`src/rtl/rf_spi_interface_pkg.sv`:
```
// Shared encodings, frame sizes, FSM states and the SPI frame builder
// for the MRF24J40-class command interface.
package rf_spi_pkg;

  localparam logic [1:0] INST_SR = 2'b00;
  localparam logic [1:0] INST_SW = 2'b01;
  localparam logic [1:0] INST_LR = 2'b10;
  localparam logic [1:0] INST_LW = 2'b11;

  localparam int unsigned SHORT_BITS  = 16;
  localparam int unsigned LONG_BITS   = 24;
  localparam int unsigned FRAME_W     = 24;
  localparam int unsigned BIT_CNT_W   = 5;
  localparam int unsigned LONG_ADDR_W = 10;

  typedef enum logic [2:0] {
    IDLE,
    SHIFT_LO,
    SHIFT_HI,
    HOLD,
    GAP
  } state_e;

  typedef struct packed {
    logic [1:0]             inst;
    logic [LONG_ADDR_W-1:0] addr;
    logic [7:0]             data;
  } rf_cmd_t;

  // Left-justified frame: bit FRAME_W-1 goes out first; short frames pad the tail.
  function automatic logic [FRAME_W-1:0] build_frame(input rf_cmd_t cmd);
    logic [7:0] w_data;
    w_data = cmd.inst[0] ? cmd.data : 8'h00;
    if (cmd.inst[1]) begin
      build_frame = {1'b1, cmd.addr, cmd.inst[0], 4'h0, w_data};
    end else begin
      build_frame = {1'b0, cmd.addr[5:0], cmd.inst[0], w_data, 8'h00};
    end
  endfunction

endpackage

```
`src/rtl/rf_spi_interface_tick.sv`:
```
// Phase timer: CLK_DIV-cycle down-counter with a one-cycle phase-end strobe,
// restarted on reset and whenever a new command is accepted.
module rf_spi_tick #(
  parameter int unsigned CLK_DIV = 4
) (
  input  logic i_clk,
  input  logic i_rst,
  input  logic i_clear,
  output logic o_tick_c
);

  localparam int unsigned CNT_W = (CLK_DIV > 1) ? $clog2(CLK_DIV) : 1;
  localparam logic [CNT_W-1:0] RELOAD = CNT_W'(CLK_DIV - 1);

  logic [CNT_W-1:0] r_cnt;

  assign o_tick_c = (r_cnt == '0);

  always_ff @(posedge i_clk) begin
    if (i_rst || i_clear) begin
      r_cnt <= RELOAD;
    end else if (o_tick_c) begin
      r_cnt <= RELOAD;
    end else begin
      r_cnt <= r_cnt - CNT_W'(1);
    end
  end

endmodule

```
`src/rtl/rf_spi_interface.sv`:
```
// Responder end of the controller-to-RF command interface: one command per
// cs_in pulse becomes one mode-0 SPI frame; reads return the last byte shifted in.
module rf_spi_interface
  import rf_spi_pkg::*;
#(
  parameter int unsigned CLK_DIV = 4,
  parameter int unsigned ADDR_W  = 10
) (
  input  logic              clk,
  input  logic              rst,
  input  logic [1:0]        inst,
  input  logic [ADDR_W-1:0] addr_in,
  input  logic [7:0]        data_in,
  input  logic              cs_in,
  output logic              ready,
  output logic [7:0]        rd_data,
  output logic              rd_valid,
  output logic              sclk,
  output logic              mosi,
  input  logic              miso,
  output logic              cs_n,
  input  logic              int_n,
  output logic              intr
);

  state_e                 r_state, w_state_nxt;
  logic [FRAME_W-2:0]     r_shift, w_shift_nxt;
  logic [BIT_CNT_W-1:0]   r_bit_cnt, w_bit_nxt;
  logic                   r_read, w_read_nxt;
  logic [7:0]             r_rx, w_rx_nxt;
  logic [7:0]             r_rd_data, w_rd_data_nxt;
  logic                   r_rd_valid, w_rd_valid_nxt;
  logic                   r_sclk, w_sclk_nxt;
  logic                   r_mosi, w_mosi_nxt;
  logic                   r_cs_n, w_cs_n_nxt;
  logic                   r_ready, w_ready_nxt;
  logic [1:0]             r_int_sync;
  logic                   w_accept;
  logic                   w_tick;
  rf_cmd_t                w_cmd;
  logic [FRAME_W-1:0]     w_frame;

  assign w_cmd = {inst, LONG_ADDR_W'(addr_in), data_in};

  rf_spi_tick #(
    .CLK_DIV (CLK_DIV)
  ) u_tick (
    .i_clk    (clk),
    .i_rst    (rst),
    .i_clear  (w_accept),
    .o_tick_c (w_tick)
  );

  // State and datapath registers; every SPI pin comes straight from a flop.
  always_ff @(posedge clk) begin
    if (rst) begin
      r_state    <= IDLE;
      r_shift    <= '0;
      r_bit_cnt  <= '0;
      r_read     <= 1'b0;
      r_rx       <= 8'h00;
      r_rd_data  <= 8'h00;
      r_rd_valid <= 1'b0;
      r_sclk     <= 1'b0;
      r_mosi     <= 1'b0;
      r_cs_n     <= 1'b1;
      r_ready    <= 1'b1;
    end else begin
      r_state    <= w_state_nxt;
      r_shift    <= w_shift_nxt;
      r_bit_cnt  <= w_bit_nxt;
      r_read     <= w_read_nxt;
      r_rx       <= w_rx_nxt;
      r_rd_data  <= w_rd_data_nxt;
      r_rd_valid <= w_rd_valid_nxt;
      r_sclk     <= w_sclk_nxt;
      r_mosi     <= w_mosi_nxt;
      r_cs_n     <= w_cs_n_nxt;
      r_ready    <= w_ready_nxt;
    end
  end

  always_comb begin
    w_state_nxt    = r_state;
    w_shift_nxt    = r_shift;
    w_bit_nxt      = r_bit_cnt;
    w_read_nxt     = r_read;
    w_rx_nxt       = r_rx;
    w_rd_data_nxt  = r_rd_data;
    w_rd_valid_nxt = 1'b0;
    w_sclk_nxt     = r_sclk;
    w_mosi_nxt     = r_mosi;
    w_cs_n_nxt     = r_cs_n;
    w_ready_nxt    = r_ready;
    w_accept       = 1'b0;
    w_frame        = build_frame(w_cmd);

    case (r_state)
      IDLE: begin
        if (cs_in) begin
          w_accept    = 1'b1;
          w_mosi_nxt  = w_frame[FRAME_W-1];
          w_shift_nxt = w_frame[FRAME_W-2:0];
          case (inst)
            INST_SR, INST_SW: w_bit_nxt = BIT_CNT_W'(SHORT_BITS - 1);
            INST_LR, INST_LW: w_bit_nxt = BIT_CNT_W'(LONG_BITS - 1);
            default:          w_bit_nxt = BIT_CNT_W'(SHORT_BITS - 1);
          endcase
          w_read_nxt  = ~inst[0];
          w_ready_nxt = 1'b0;
          w_cs_n_nxt  = 1'b0;
          w_sclk_nxt  = 1'b0;
          w_state_nxt = SHIFT_LO;
        end
      end
      SHIFT_LO: begin
        // miso is captured on the same edge that raises sclk.
        if (w_tick) begin
          w_sclk_nxt  = 1'b1;
          w_rx_nxt    = {r_rx[6:0], miso};
          w_state_nxt = SHIFT_HI;
        end
      end
      SHIFT_HI: begin
        if (w_tick) begin
          w_sclk_nxt = 1'b0;
          if (r_bit_cnt != '0) begin
            w_bit_nxt   = r_bit_cnt - BIT_CNT_W'(1);
            w_mosi_nxt  = r_shift[FRAME_W-2];
            w_shift_nxt = {r_shift[FRAME_W-3:0], 1'b0};
            w_state_nxt = SHIFT_LO;
          end else begin
            w_state_nxt = HOLD;
          end
        end
      end
      HOLD: begin
        if (w_tick) begin
          w_cs_n_nxt  = 1'b1;
          w_state_nxt = GAP;
        end
      end
      GAP: begin
        if (w_tick) begin
          w_ready_nxt = 1'b1;
          w_state_nxt = IDLE;
          if (r_read) begin
            w_rd_data_nxt  = r_rx;
            w_rd_valid_nxt = 1'b1;
          end
        end
      end
      default: w_state_nxt = IDLE;
    endcase
  end

  // Two-flop synchroniser for the asynchronous interrupt pin.
  always_ff @(posedge clk) begin
    if (rst) begin
      r_int_sync <= 2'b11;
    end else begin
      r_int_sync <= {r_int_sync[0], int_n};
    end
  end

  assign ready    = r_ready;
  assign rd_data  = r_rd_data;
  assign rd_valid = r_rd_valid;
  assign sclk     = r_sclk;
  assign mosi     = r_mosi;
  assign cs_n     = r_cs_n;
  assign intr     = r_int_sync[1];

endmodule

```
`config.mk`:
```
export PLATFORM = sky130hd
export DESIGN_NAME = rf_spi_interface
export DESIGN_NICKNAME = d
export VERILOG_FILES = /design/src/rtl/rf_spi_interface_pkg.sv /design/src/rtl/rf_spi_interface_tick.sv /design/src/rtl/rf_spi_interface.sv
export SDC_FILE = /design/constraint.sdc
export NUM_CORES = 1
export LEC_CHECK = 0
export ABC_AREA = 1
export CORE_MARGIN = 2
export CORE_UTILIZATION = 50
export CTS_BUF_LIST = sky130_fd_sc_hd__clkbuf_16
export DETAILED_ROUTE_END_ITERATION = 10
export PLACE_DENSITY_LB_ADDON = 0.3
export SLEW_MARGIN = 0
export SYNTH_ARGS = -nofsm -noshare
export SYNTH_HDL_FRONTEND = slang
export SYNTH_SLANG_ARGS = --single-unit
export TNS_END_PERCENT = 10
```
`constraint.sdc`:
```
create_clock -name clk -period 2.9 [get_ports clk]
set_input_delay 0.29 -clock clk [delete_from_list [all_inputs] [get_ports clk]]
set_output_delay 0.29 -clock clk [all_outputs]
set_load 0.005 [all_outputs]
```
==> After elaboration in Yosys (flattened, before gate mapping) <==
Index checks and enable logic that the tools add are counted.
{ "totals": {"ff_bits": 57, "wordCells": 83} }
{ "op_classes": {"addsub": 2, "eq_ne": 13, "mux": 31, "bitwise": 3, "n_reduce_logical": 21} }
{ "op_table": {"columns": ["operator", "n"], "rows": [
  ["2-to-1 mux 23 bit", 3],
  ["one-hot mux 23 bit (2 select lines)", 1],
  ["2-to-1 mux 24 bit", 1],
  ["one-hot mux 5 bit (2 select lines)", 2],
  ["2-to-1 mux 3 bit", 5],
  ["2-to-1 mux 5 bit", 3],
  ["one-hot mux 3 bit (5 select lines)", 1],
  ["2-to-1 mux 1 bit", 9],
  ["AND reduction 3 bit", 3],
  ["2-to-1 mux 8 bit", 1],
  ["inequality test 2 x 1 -> 1 bit, second input constant", 4],
  ["AND reduction 4 bit", 2],
  ["equality test 3 x 2 -> 1 bit, second input constant", 2],
  ["one-hot mux 1 bit (2 select lines)", 3],
  ["nonzero test 2 bit", 3],
  ["OR reduction 2 bit", 3],
  ["AND reduction 5 bit", 1],
  ["nonzero test 5 bit", 1],
  ["subtractor 5 x 1 -> 5 bit, second input constant", 1],
  ["equality test 2 bit, second input constant", 2],
  ["zero test 2 bit", 2],
  ["inequality test 2 bit, second input constant", 2],
  ["AND reduction 2 bit", 2],
  ["equality test 3 x 1 -> 1 bit, second input constant", 1],
  ["other kinds (10)", 12]
]} }

==> Longest topological paths before layout <==
Gate-level depths: netlist of run 1.
{ "depth": {"ltp_word": 5, "mapped_depth": 11, "ltp_nobuf": 10} }

==> Modules after synthesis <==
Synthesis of run 1 repeated with hierarchy kept, for this count alone.
{ "hier_totals": {"hier_cells": 431, "hier_area_um2": 2821.5} }
{ "by_module_without_submodules": {"columns": ["mod", "n_inst", "cells_each", "area_per_inst_um2", "seq_area_each_um2"], "rows": [
  ["rf_spi_interface", 1, 422, 2741.4, 1101.1],
  ["rf_spi_tick", 1, 9, 80.1, 40.0]
]} }

==> Worst setup path after synthesis of run 1 <==
Ideal clock, no wire load.
{ "synth_path": {"path_type": "register to register", "startpoint": "register u_tick.r_cnt[0]", "endpoint": "register r_bit_cnt[0]", "arrival_ps": 1290, "required_ps": 2787, "slack_ps": 1498, "path_stages_with_launch": 12, "n_path_buf": 1, "cell_sequence": "dfxtp_1 > inv_1 > ha_1 > inv_1 > nand3_1 > nand2_2 > inv_2 > nand2_4 > buf_6 > nand2_1 > nand2_1 > nor2_1"} }
{ "synth_via": {"elab_chain_len": 3} }
{ "synth_rtl": {"columns": ["element", "line", "source"], "rows": [
  ["from (decl)", "rf_spi_interface_tick.sv:15", "logic [CNT_W-1:0] r_cnt;"],
  ["from (signal assigned)", "rf_spi_interface_tick.sv:25", "r_cnt <= r_cnt - CNT_W'(1);"],
  ["zero test 2 bit", "rf_spi_interface_tick.sv:17", "assign o_tick_c = (r_cnt == '0);"],
  ["inequality test 2 x 1 -> 1 bit (no line)", null, null],
  ["AND reduction 4 bit (no line)", null, null],
  ["to (signal assigned)", "rf_spi_interface.sv:71", "r_bit_cnt <= w_bit_nxt;"],
  ["to (decl)", "rf_spi_interface.sv:28", "logic [BIT_CNT_W-1:0] r_bit_cnt, w_bit_nxt;"]
]} }
No other way between the ends.
A chain may end at the register's enable or synchronous reset.

==> Worst setup path after layout of run 1 <==
{ "layout_path": {"startpoint": "register r_state[0]", "endpoint": "register r_shift[17]"} }
{ "layout_via": {"elab_chain_len": 3, "word_cells_on_any_way": 8, "cone_classes": "eq/ne (4); mux (1); reduce/logical (3)"} }
{ "layout_rtl": {"columns": ["element", "line", "source"], "rows": [
  ["from (decl)", "rf_spi_interface.sv:26", "state_e r_state, w_state_nxt;"],
  ["from (signal assigned)", "rf_spi_interface.sv:69", "r_state <= w_state_nxt;"],
  ["equality test 3 x 2 -> 1 bit / zero test 3 bit (equally long branches)", "rf_spi_interface.sv:98", "case (r_state)"],
  ["inequality test 2 bit (no line) (tied with other cells)", null, null],
  ["AND reduction 4 bit (no line)", null, null],
  ["to (signal assigned)", "rf_spi_interface.sv:70", "r_shift <= w_shift_nxt;"],
  ["to (decl)", "rf_spi_interface.sv:27", "logic [FRAME_W-2:0] r_shift, w_shift_nxt;"]
]} }
Parallel ways exist; a longest one is shown, timed or not.

==> results of run 1 <==
-- how the worst min path moves through the flow --
stage	cells past startpoint	slack, ps	startpoint	end
finish	1	390	u_tick.r_cnt[0]$_SDFF_PP1_	u_tick.r_cnt[0]$_SDFF_PP1_
CTS	1	390	u_tick.r_cnt[0]$_SDFF_PP1_	u_tick.r_cnt[0]$_SDFF_PP1_
global placement	1	370	u_tick.r_cnt[0]$_SDFF_PP1_	u_tick.r_cnt[0]$_SDFF_PP1_
floorplan	1	370	u_tick.r_cnt[0]$_SDFF_PP1_	u_tick.r_cnt[0]$_SDFF_PP1_
global route	1	430	u_tick.r_cnt[0]$_SDFF_PP1_	u_tick.r_cnt[0]$_SDFF_PP1_
detailed placement	1	380	u_tick.r_cnt[0]$_SDFF_PP1_	u_tick.r_cnt[0]$_SDFF_PP1_
-- synthesized netlist by cell type --
master,n,share of area (%)
sky130_fd_sc_hd__a211o_1,1,0.30
sky130_fd_sc_hd__a21oi_1,22,3.8
sky130_fd_sc_hd__a21oi_2,1,0.30
sky130_fd_sc_hd__buf_1,1,0.13
sky130_fd_sc_hd__buf_2,15,2.6
sky130_fd_sc_hd__buf_4,2,0.51
sky130_fd_sc_hd__buf_6,1,0.39
sky130_fd_sc_hd__clkbuf_1,6,0.77
sky130_fd_sc_hd__dfxtp_1,57,39
sky130_fd_sc_hd__ha_1,2,0.86
sky130_fd_sc_hd__inv_1,43,5.5
sky130_fd_sc_hd__inv_2,3,0.39
sky130_fd_sc_hd__nand2_1,135,17
sky130_fd_sc_hd__nand2_2,4,0.86
sky130_fd_sc_hd__nand2_4,2,0.77
sky130_fd_sc_hd__nand3_1,56,9.6
sky130_fd_sc_hd__nand3b_2,1,0.39
sky130_fd_sc_hd__nand4_1,1,0.21
sky130_fd_sc_hd__nor2_1,74,9.5
sky130_fd_sc_hd__nor2_4,2,0.77
sky130_fd_sc_hd__nor3_1,2,0.34
sky130_fd_sc_hd__nor3_4,1,0.56
sky130_fd_sc_hd__o21ai_0,20,3.4
sky130_fd_sc_hd__o21ai_1,3,0.51
sky130_fd_sc_hd__or2_2,5,1.1
-- power breakdown --
group	leakage [µW]	switching, µW	internal [µW]
clock network	0.000140	358	654
logic	0.00107	819	436
registers	0.000468	144	1020
-- worst max-delay path: stages (launching register included) --
cell and delay, ps:
sky130_fd_sc_hd__dfxtp_1 380, sky130_fd_sc_hd__nor2_4 460, sky130_fd_sc_hd__nand2_2 150, sky130_fd_sc_hd__a21oi_2 430, sky130_fd_sc_hd__buf_4 290, sky130_fd_sc_hd__nor2_1 60
sky130_fd_sc_hd__nor2_1 110
-- placed cells by master, fill, tap and decap left out, types with 2 or more instances in the layout --
cell / Yosys / final
sky130_fd_sc_hd__a21oi_1: 22 / 22
sky130_fd_sc_hd__buf_4: 2 / 5
sky130_fd_sc_hd__clkbuf_16: 0 / 9
sky130_fd_sc_hd__clkdlybuf4s50_1: 0 / 38
sky130_fd_sc_hd__clkinv_2: 0 / 2
sky130_fd_sc_hd__clkinvlp_4: 0 / 2
sky130_fd_sc_hd__dfxtp_1: 57 / 57
sky130_fd_sc_hd__ha_1: 2 / 2
sky130_fd_sc_hd__inv_1: 43 / 44
sky130_fd_sc_hd__inv_2: 3 / 3
sky130_fd_sc_hd__nand2_1: 135 / 135
sky130_fd_sc_hd__nand2_2: 4 / 4
sky130_fd_sc_hd__nand2_4: 2 / 2
sky130_fd_sc_hd__nand3_1: 56 / 56
sky130_fd_sc_hd__nor2_1: 74 / 74
sky130_fd_sc_hd__nor2_4: 2 / 2
sky130_fd_sc_hd__nor3_1: 2 / 2
sky130_fd_sc_hd__o21ai_0: 20 / 20
sky130_fd_sc_hd__o21ai_1: 3 / 3
sky130_fd_sc_hd__or2_2: 5 / 5
-- stage by stage --
step	hold slack, ps	power (µW)	utilization (%)
2_1_floorplan	365.1	2170	-
3_3_place_gp	371.5	2375	59.19
3_5_place_dp	382.1	2412	59.19
4_1_cts	394.9	3447	64.35
5_1_grt	431.9	3693	64.35
6_report	390.0	3433	64.35
-- layout make-up --
cell class / count / area [µm²]
Clock buffer: 9 / 225.2
Clock inverter: 7 / 62.56
Tap cell: 72 / 90.09
Multi-Input combinational cell: 332 / 1478
Fill cell: 525 / 1987
Sequential cell: 57 / 1141
Inverter: 46 / 172.7
Timing Repair Buffer: 43 / 417.9
-- state kept, by name, indices dropped and copies added, names as in the netlist, 2 cells and up --
register      count
r_shift          23
r_state           3
r_int_sync        2
u_tick.r_cnt      2
rd_data           8
r_bit_cnt         5
r_rx              8
-- cells by family (layout without fill, tap and decap cells) --
logic type / count (synthesis) / in the layout / share of synthesized area (%)
adder cells (fa/ha/maj): 2 / 2 / 0.8571
AND/OR/NAND/NOR: 283 / 283 / 41.45
flip-flops: 57 / 57 / 39.09
AO/OA/AOI/OAI: 47 / 47 / 8.316
buffers and inverters: 71 / 105 / 10.29
-- routing by layer --
layer	vias to the layer above	share of wire [%]	global-route usage, %
met3	15	3.8	4.157
met1	1262	47	29.20
li1	1502	-	-
met4	0	2.3	11.69
met2	63	47	35.42
met5	-	0	0
==> Flow_metrics.wiki, run 1 <==
{| class="wikitable"
! Metric !! Value
|-
| Outcome || completed
|-
| Data arrival time of the critical path || between 2000 and 2500 ps
|-
| End of the worst register-to-register path || r_shift[17]$_SDFFE_PP0P_
|-
| R2R setup slack || approximately 950 ps
|-
| Share of the clock period used by the worst path || 67.19%
|-
| Sequential cell area fraction in the yosys report || between 30% and 40%
|-
| Count of unresolved DRC violations after routing || 0
|-
| Clock tree from TritonCTS || built
|-
| Non-Filler Cell Area, Final || ~3600 µm²
|-
| Floorplan die area || 6465 µm²
|-
| Worst setup slack before clock tree synthesis || 887.3 ps
|-
| Post-CTS Hold Buffers || 0
|-
| Initial cell density of the core || 52.37%
|-
| Wire length of the first global-routing pass || roughly 11 mm
|-
| Site row count || 27
|-
| Final HPWL DP || around 4.4 mm
|-
| Post-Synthesis Net Count || a little under 500
|-
| Distinct cells, synth || 25
|-
| Antenna diode instance count || 0
|-
| Area of placed instances || 3299 µm²
|-
| Horizontal die dimension || slightly above 80 µm
|-
| Fraction of final layout cells with drive strength greater than 1 || 7.692%
|-
| Final Net Count || approximately 520
|-
| Synthesis-stage register bit count || 57
|-
| Count of routing violations after the opening detailed-route iteration || 205
|-
| F_max || 513.2 MHz
|-
| Worst setup SP type || flop
|-
| Via count of the first global-routing pass || 2,486
|-
| Maximum fanout encountered on the critical timing path || 19
|-
| Min Tclk post-route || 1949 ps
|-
| Number of clock sinks seen by CTS || between 50 and 60
|-
| Max-slew headroom || a little over three fifths
|-
| Leakage power || 0.001682 µW
|-
| Largest net degree at the start of global routing || 37
|-
| Slew Limit Fails || 0
|-
| Critical Setup Path Class || reg2reg
|-
| GRT Residual Overflow || 0
|-
| Antenna violations before repair || 0
|-
| Clock H-tree levels || 3
|-
| Maximum buffer depth of the clock tree || 2
|-
| Class of the worst hold path || reg2reg
|-
| Placer Congestion || between 0.8 and 0.9
|-
| Count of synthesis-stage warnings from yosys || 0
|-
| Number of resized instances in the post-cts repair step || 0
|-
| Remaining antenna violation count || 0
|-
| Post-synth design cell area || 2919 µm²
|-
| Average footprint of a synthesized cell || 6.346 µm²
|-
| Clk Latency, worst-skew pair || between 300 and 400 ps
|-
| Number of buffers inserted during clock tree synthesis || 9
|-
| Critical Path Source || r_state[0]$_SDFFE_PP0P_
|-
| Layout Skew || 5.088 ps
|-
| Critical register-to-register path startpoint || r_state[0]$_SDFFE_PP0P_
|-
| Fin worst setup slack || 951.4 ps
|-
| RSZ-0062 raised after global routing || no
|-
| Core Region || 5574 µm²
|-
| Data required time of the critical path || between 3000 and 4000 ps
|-
| WL/cell || approximately 12 µm
|-
| Clock-pin slew reported for the worst setup and hold paths after clock tree synthesis || 50 ps
|-
| Total via count after detailed routing || roughly 2,800
|-
| Synthesis-to-layout area growth || 22.89%
|-
| Root Buffer || sky130_fd_sc_hd__clkbuf_16
|-
| Vias per std cell || roughly 5.0
|-
| Final hold violation count || 0
|-
| Cells after Synth || 460
|-
| Final setup violating endpoints || 0
|-
| Non-Filler Instances || between 500 and 600
|-
| Total wire length || about 6.8 mm
|-
| Power Dens Cells || approximately 960 nW/µm²
|-
| Cell Count Post-Placement || 550
|-
| Num ports || 39
|-
| Maximum vdd drop || between 0.0004 and 0.0005 V
|-
| End point of the critical path || r_shift[17]$_SDFFE_PP0P_
|-
| Y dimension of the die || ~80 µm
|-
| Buffers added on ports || 38
|-
| Transition time at the pin with the least slew margin || between 500 and 600 ps
|-
| 1st-pass router iterations || 4
|-
| Global-route usage over all layers || 22.48%
|-
| Setup_tns || 0 ps
|-
| Setup repair bufs after CTS || 0
|-
| R2r worst-path depth || 6
|-
| Kind of end point of the critical path || flop
|-
| Number of violations of the max-capacitance limit || 0
|}
No activity file was read; power rests on OpenSTA's default activity.
==> run 2, diff against run 1 <==
- clock period: 2.9 -> 2 ns (I/O delays scaled with it)
==> run 2 against run 1 <==
Effect of this change:
- utilization grew 0.38 points
- die area is the same
- non-clock buffer count grew 6
- clock power grew 32%
- via count grew 1.1%
- clock skew grew 3.2 ps
- flip-flop and latch count is the same
- maximum frequency grew 13%
- critical endpoint is now r_bit_cnt[4]$_SDFFE_PP0P_
- critical path type unchanged
- largest power group unchanged
==> Flow_metrics.wiki, run 2 (same netlist as run 1, synthesis figures left out) <==
{| class="wikitable"
! Metric !! Value
|-
| Number of resized instances in the post-cts repair step || 0 (unchanged)
|-
| Leakage power || 0.001703 µW (was 0.001682 µW)
|-
| Max-slew headroom || 73.34% (was 62.52%)
|-
| Transition time at the pin with the least slew margin || 399.8 ps (was 560.5 ps)
|-
| Kind of end point of the critical path || flop (unchanged)
|-
| Wire length of the first global-routing pass || 11.27 mm (was 11.22 mm)
|-
| Root Buffer || sky130_fd_sc_hd__clkbuf_16 (unchanged)
|-
| F_max || 578.3 MHz (was 513.2 MHz)
|-
| Vias per std cell || 5.021 (about the same)
|-
| Count of routing violations after the opening detailed-route iteration || 213 (was 205)
|-
| Min Tclk post-route || 1729 ps (was 1949 ps)
|-
| Non-Filler Cell Area, Final || 3608 µm² (was 3587 µm²)
|-
| Critical Setup Path Class || reg2reg (unchanged)
|-
| Synthesis-to-layout area growth || 23.62% (was 22.89%)
|-
| Flop pwr share || 34.6% (was 33.9%)
|-
| Share of the clock period used by the worst path || 86.45% (was 67.19%)
|-
| Number of buffers inserted during clock tree synthesis || 9 (unchanged)
|-
| Class of the worst hold path || reg2reg (unchanged)
|-
| Slew Limit Fails || 0 (unchanged)
|-
| GRT Residual Overflow || 0 (unchanged)
|-
| Outcome || completed (unchanged)
|-
| Top delay family on crit path || simple AND/OR/NAND/NOR gates (unchanged)
|-
| Utilization after layout || 64.74% (was 64.35%)
|-
| WL/cell || 11.45 µm (was 11.97 µm)
|-
| Setup_tns || 0 ps (unchanged)
|-
| Setup repair bufs after CTS || 0 (unchanged)
|-
| Area of placed instances || 3344 µm² (was 3299 µm²)
|-
| Post-CTS Hold Buffers || 0 (unchanged)
|-
| Clock tree from TritonCTS || built (unchanged)
|-
| Buffers & Inverters on Critical Path || 3 (was 1)
|-
| Initial cell density of the core || 52.37% (unchanged)
|-
| Remaining antenna violation count || 0 (unchanged)
|-
| Placer Congestion || 0.8297 (was 0.8440)
|-
| Final setup violating endpoints || 0 (unchanged)
|-
| P_int || 2987 µW (was 2112 µW)
|-
| Final Net Count || 522 (was 516)
|-
| Fraction of final layout cells with drive strength greater than 1 || 8.800% (was 7.692%)
|-
| Final-layout worst hold slack || 388.1 ps (was 390.0 ps)
|-
| Antenna violations before repair || 0 (unchanged)
|-
| Total wire length || 6.550 mm (was 6.775 mm)
|-
| Power Dens Cells || 1352 nW/µm² (was 957.1 nW/µm²)
|-
| Switching power || 1891 µW (was 1322 µW)
|-
| Site row count || 27 (unchanged)
|-
| Total Power || 4877 µW (was 3433 µW)
|-
| Largest net degree at the start of global routing || 41 (was 37)
|-
| Antenna diode instance count || 0 (unchanged)
|-
| Layout Skew || 8.275 ps (was 5.088 ps)
|-
| Cell-by-cell listing of the critical path || inv_1 > ha_1 > inv_1 > nand3_1 > nand2_2 > inv_2 > nand2_4 > nand2_1 > nand2_1 > nor2_1 (was nor2_4 > nand2_2 > a21oi_2 > buf_4 > nor2_1 > nor2_1)
|-
| Most common library cell in the layout ignoring fill and taps || sky130_fd_sc_hd__nand2_1 (unchanged)
|-
| Count of unresolved DRC violations after routing || 0 (unchanged)
|-
| Master of the slowest instance on the critical path || sky130_fd_sc_hd__dfxtp_1 (was sky130_fd_sc_hd__nor2_4)
|-
| Y dimension of the die || 80.41 µm (unchanged)
|-
| Final hold violation count || 0 (unchanged)
|-
| Biggest register || r_shift (unchanged)
|-
| Worst setup SP type || flop (unchanged)
|-
| Total via count after detailed routing || 2,872 (was 2,842)
|-
| Horizontal die dimension || 80.41 µm (unchanged)
|-
| Global-route usage over all layers || 22.63% (was 22.48%)
|-
| RSZ-0062 raised after global routing || no (unchanged)
|-
| Maximum fanout encountered on the critical timing path || 21 (was 19)
|-
| Combinational cell fraction of total power || 38.1% (was 36.6%)
|-
| Core Region || 5574 µm² (unchanged)
|-
| Clk network pwr share || 27.2% (was 29.5%)
|-
| Maximum vdd drop || 0.0007957 V (was 0.0004529 V)
|-
| Buffers added on ports || 38 (unchanged)
|-
| Maximum buffer depth of the clock tree || 2 (unchanged)
|-
| Largest stage delay on the critical path || 300 ps (was 460 ps)
|-
| Data arrival time of the critical path || 1980 ps (was 2210 ps)
|-
| Number of violations of the max-capacitance limit || 0 (unchanged)
|-
| Num ports || 39 (unchanged)
|-
| 1st-pass router iterations || 4 (unchanged)
|-
| Clock H-tree levels || 3 (unchanged)
|-
| Data required time of the critical path || 2250 ps (was 3160 ps)
|-
| Sw Share || 38.77% (was 38.50%)
|-
| Most frequent cells in the layout || sky130_fd_sc_hd__nand2_1, sky130_fd_sc_hd__nor2_1, sky130_fd_sc_hd__dfxtp_1 (unchanged)
|-
| Via count of the first global-routing pass || 2,614 (was 2,486)
|-
| Number of clock sinks seen by CTS || 57 (unchanged)
|-
| Clock-pin slew reported for the worst setup and hold paths after clock tree synthesis || 50 ps (about the same)
|-
| Number of flip-flops in the largest register || 23 (unchanged)
|-
| Final HPWL DP || 4.547 mm (was 4.367 mm)
|-
| Clk Latency, worst-skew pair || 320 ps (about the same)
|-
| Floorplan die area || 6465 µm² (unchanged)
|}
run 2: layout make-up:
type,count,area (µm²)
Clock buffer,9,225.2
Clock inverter,7,38.79
Tap cell,72,90.09
Inverter,46,172.7
Timing Repair Buffer,49,462.9
Sequential cell,57,1141
Fill cell,514,1966
Multi-Input combinational cell,332,1478
run 2: power groups by stage:
stage / registers (µW) / clock network, µW / logic [µW]
final: 1690 / 1330 / 1860
after global routing: 1730 / 1410 / 2160
after CTS: 1690 / 1350 / 1850
after detailed placement: 1710 / 0 / 1830
after global placement: 1700 / 0 / 1790
after floorplan: 1640 / 0 / 1510
run 2: path summary, 6_finish.rpt:
path	start	to	slack, ps	depth (start not counted)
worst max register to register	u_tick.r_cnt[0]$_SDFF_PP1_	r_bit_cnt[4]$_SDFFE_PP0P_	270	10
worst min-delay path	u_tick.r_cnt[0]$_SDFF_PP1_	u_tick.r_cnt[0]$_SDFF_PP1_	390	1
worst min register to register	u_tick.r_cnt[0]$_SDFF_PP1_	u_tick.r_cnt[0]$_SDFF_PP1_	390	1
worst max-delay path	u_tick.r_cnt[0]$_SDFF_PP1_	r_bit_cnt[4]$_SDFFE_PP0P_	270	10
run 2: per-stage QoR:
stage | instances | setup slack (ps)
after floorplan | 460 | 597.6
after global placement | 556 | 335.5
after detailed placement | 556 | 291.1
after CTS | 572 | 271.8
after global routing | 572 | 114.3
final | 572 | 270.9
run 2: metal layers:
metal / vias up / global-route usage [%] / share of wire [%]
met3: 14 / 6.629 / 4.2
met5: - / 0 / 0
li1: 1511 / - / -
met4: 0 / 8.983 / 1.9
met2: 50 / 37.67 / 49
met1: 1297 / 27.37 / 45
==> run 3, diff against run 2 <==
- CAP_MARGIN: unset -> 5
- CORE_MARGIN: 2 -> unset
==> run 3 against run 2 <==
Effect of this change:
- register-to-register slack worse by 70 ps
- clock skew is 2.6 ps lower
- clock power is 25% higher
- wire length is 1.5% higher
- first-iteration DRC count is 6.1% lower
- global-route usage is 1.2 points higher
- combinational power is 3% higher
- non-clock buffer count is 6 higher
- power is 7.9% higher
- final cell count is 1.0% higher
==> Flow_metrics.wiki, run 3 (same netlist as run 1, synthesis figures left out) <==
{| class="wikitable"
! Metric !! Value
|-
| Worst setup slack before clock tree synthesis || 104.5 ps (was 291.1 ps)
|-
| Vias per std cell || 5.036 (was 5.021)
|-
| Antenna violations before repair || 0 (unchanged)
|-
| Power Dens Cells || 1413 nW/µm² (was 1352 nW/µm²)
|-
| Clock-pin slew reported for the worst setup and hold paths after clock tree synthesis || 50 ps (about the same)
|-
| Worst setup SP type || flop (unchanged)
|-
| Data required time of the critical path || 2220 ps (was 2250 ps)
|-
| Maximum buffer depth of the clock tree || 2 (unchanged)
|-
| Remaining antenna violation count || 0 (unchanged)
|-
| F_max || 555.4 MHz (was 578.3 MHz)
|-
| Site row count || 27 (unchanged)
|-
| Clock tree from TritonCTS || built (unchanged)
|-
| Kind of end point of the critical path || flop (unchanged)
|-
| R2r worst-path depth || 8 (was 10)
|-
| Global-route usage over all layers || 23.85% (was 22.63%)
|-
| 1st-pass router iterations || 4 (unchanged)
|-
| Y dimension of the die || 78.41 µm (was 80.41 µm)
|-
| Root Buffer || sky130_fd_sc_hd__clkbuf_16 (unchanged)
|-
| Number of violations of the max-capacitance limit || 0 (unchanged)
|-
| Via count of the first global-routing pass || 2,709 (was 2,614)
|-
| Worst hold path depth || 1 (unchanged)
|-
| Clk Latency, worst-skew pair || 330 ps (was 320 ps)
|-
| Wire length of the first global-routing pass || 11.47 mm (was 11.27 mm)
|-
| Initial cell density of the core || 52.37% (unchanged)
|-
| GRT Residual Overflow || 0 (unchanged)
|-
| Horizontal die dimension || 78.41 µm (was 80.41 µm)
|-
| Total via count after detailed routing || 2,911 (was 2,872)
|-
| Total Power || 5263 µW (was 4877 µW)
|-
| Setup_tns || 0 ps (unchanged)
|-
| Number of clock sinks seen by CTS || 57 (unchanged)
|-
| R2R setup slack || 200 ps (was 270 ps)
|-
| Biggest register || r_shift (unchanged)
|-
| Largest net degree at the start of global routing || 21 (was 41)
|-
| Most frequent cells in the layout || sky130_fd_sc_hd__nand2_1, sky130_fd_sc_hd__nor2_1, sky130_fd_sc_hd__dfxtp_1 (unchanged)
|-
| Max-slew headroom || 62.41% (was 73.34%)
|-
| Share of the clock period used by the worst path || 90.02% (was 86.45%)
|-
| Class of the worst hold path || reg2reg (unchanged)
|-
| Synthesis-to-layout area growth || 27.56% (was 23.62%)
|-
| Critical Setup Path Class || reg2reg (unchanged)
|-
| Data arrival time of the critical path || 2020 ps (was 1980 ps)
|-
| Fin worst setup slack || 199.5 ps (was 270.9 ps)
|-
| End of the worst register-to-register path || r_shift[12]$_SDFFE_PP0P_ (was r_bit_cnt[4]$_SDFFE_PP0P_)
|-
| Setup repair bufs after CTS || 0 (unchanged)
|-
| Min Tclk post-route || 1800 ps (was 1729 ps)
|-
| Most common library cell in the layout ignoring fill and taps || sky130_fd_sc_hd__nand2_1 (unchanged)
|-
| Num ports || 39 (unchanged)
|-
| Critical Path Source || r_state[0]$_SDFFE_PP0P_ (was u_tick.r_cnt[0]$_SDFF_PP1_)
|-
| Layout Skew || 5.628 ps (was 8.275 ps)
|-
| Core Region || 5574 µm² (unchanged)
|-
| Maximum fanout encountered on the critical timing path || 14 (was 21)
|-
| Placer Congestion || 0.8290 (was 0.8297)
|-
| Total wire length || 6.646 mm (was 6.550 mm)
|-
| Clock H-tree levels || 3 (unchanged)
|-
| Count of routing violations after the opening detailed-route iteration || 200 (was 213)
|-
| Antenna diode instance count || 0 (unchanged)
|-
| Utilization after layout || 66.80% (was 64.74%)
|-
| Fraction of final layout cells with drive strength greater than 1 || 10.28% (was 8.800%)
|-
| Slew Limit Fails || 0 (unchanged)
|-
| Outcome || completed (unchanged)
|-
| End point of the critical path || r_shift[12]$_SDFFE_PP0P_ (was r_bit_cnt[4]$_SDFFE_PP0P_)
|-
| Number of flip-flops in the largest register || 23 (unchanged)
|-
| Final hold violation count || 0 (unchanged)
|-
| RSZ-0062 raised after global routing || no (unchanged)
|-
| Count of unresolved DRC violations after routing || 0 (unchanged)
|-
| Critical register-to-register path startpoint || r_state[0]$_SDFFE_PP0P_ (was u_tick.r_cnt[0]$_SDFF_PP1_)
|-
| Transition time at the pin with the least slew margin || 562.6 ps (was 399.8 ps)
|-
| Maximum vdd drop || 0.0007295 V (was 0.0007957 V)
|-
| Final HPWL DP || 4.567 mm (was 4.547 mm)
|-
| Final Net Count || 528 (was 522)
|-
| WL/cell || 11.50 µm (was 11.45 µm)
|-
| Final setup violating endpoints || 0 (unchanged)
|-
| Leakage power || 0.001752 µW (was 0.001703 µW)
|-
| Floorplan die area || 6147 µm² (was 6465 µm²)
|-
| Buffers added on ports || 38 (unchanged)
|-
| Number of buffers inserted during clock tree synthesis || 9 (unchanged)
|}
==> run 3: changes by cell type in the layout (fill, tap and decap cells not counted), sizes merged <==
| cell | delta |
|---|---|
| bufinv | +2 |
| inv | +1 |
| buf | +6 |
| clkinvlp | +1 |
| clkinv | -4 |
==> run 3: layer usage <==
layer  track usage (%)  vias up  routed length (µm)
met3             3.953        7                 254
met2             39.65       59                3160
li1                  -     1519                   -
met1             29.45     1326                3152
met5                 0        -                   0
met4             12.78        0                  79
==> run 3: cell type report <==
| type | instances | area (µm²) |
|---|---|---|
| sequential | 57 | 1141 |
| fill | 492 | 1851 |
| clock inverter | 7 | 101.3 |
| multi-input combinational | 332 | 1485 |
| timing repair buffer | 55 | 508.0 |
| tap | 72 | 90.09 |
| clock buffer | 9 | 225.2 |
| inverter | 46 | 172.7 |
==> run 3: per-stage QoR <==
stage / instances / hold WS (ps) / instance area, µm²
2_1_floorplan: 460 / 303.8 / 2919
3_3_place_gp: 562 / 372.2 / 3390
3_5_place_dp: 562 / 376.2 / 3390
4_1_cts: 578 / 389.8 / 3716
5_1_grt: 578 / 410.6 / 3724
6_report: 578 / 386.7 / 3724
==> run 3: how the worst min path moves through the flow <==
stage / from / endpoint / slack [ps]
2_1_floorplan: int_n / r_int_sync[0]$_SDFF_PP1_ / 300
3_3_place_gp: u_tick.r_cnt[0]$_SDFF_PP1_ / u_tick.r_cnt[0]$_SDFF_PP1_ / 370
3_5_place_dp: u_tick.r_cnt[0]$_SDFF_PP1_ / u_tick.r_cnt[0]$_SDFF_PP1_ / 380
4_1_cts: u_tick.r_cnt[0]$_SDFF_PP1_ / u_tick.r_cnt[0]$_SDFF_PP1_ / 390
5_1_grt: u_tick.r_cnt[0]$_SDFF_PP1_ / u_tick.r_cnt[0]$_SDFF_PP1_ / 410
6_report: u_tick.r_cnt[0]$_SDFF_PP1_ / u_tick.r_cnt[0]$_SDFF_PP1_ / 390
==> run 3: report_power, final <==
part	leakage [µW]	internal [µW]	total (µW)	switching, µW
sequential	0.000468	1480	1690	205
clock	0.000153	1100	1660	560
combinational	0.00113	709	1920	1210
==> run 3: timing repair <==
action | 4_1_cts | 5_1_grt
setup endpoints to repair | 0 | 20
resized for setup | 0 | 1
hold buffers | 0 | 0
==> run 3: worst max-delay path: stages (launching register included) <==
cell and delay [ps]:
sky130_fd_sc_hd__dfxtp_1 380, sky130_fd_sc_hd__nor2_4 360, sky130_fd_sc_hd__nand2_2 140, sky130_fd_sc_hd__buf_4 170, sky130_fd_sc_hd__nand2_2 220, sky130_fd_sc_hd__buf_4 230, sky130_fd_sc_hd__nand3_1 90, sky130_fd_sc_hd__nand2_1 70
sky130_fd_sc_hd__nor2_1 40
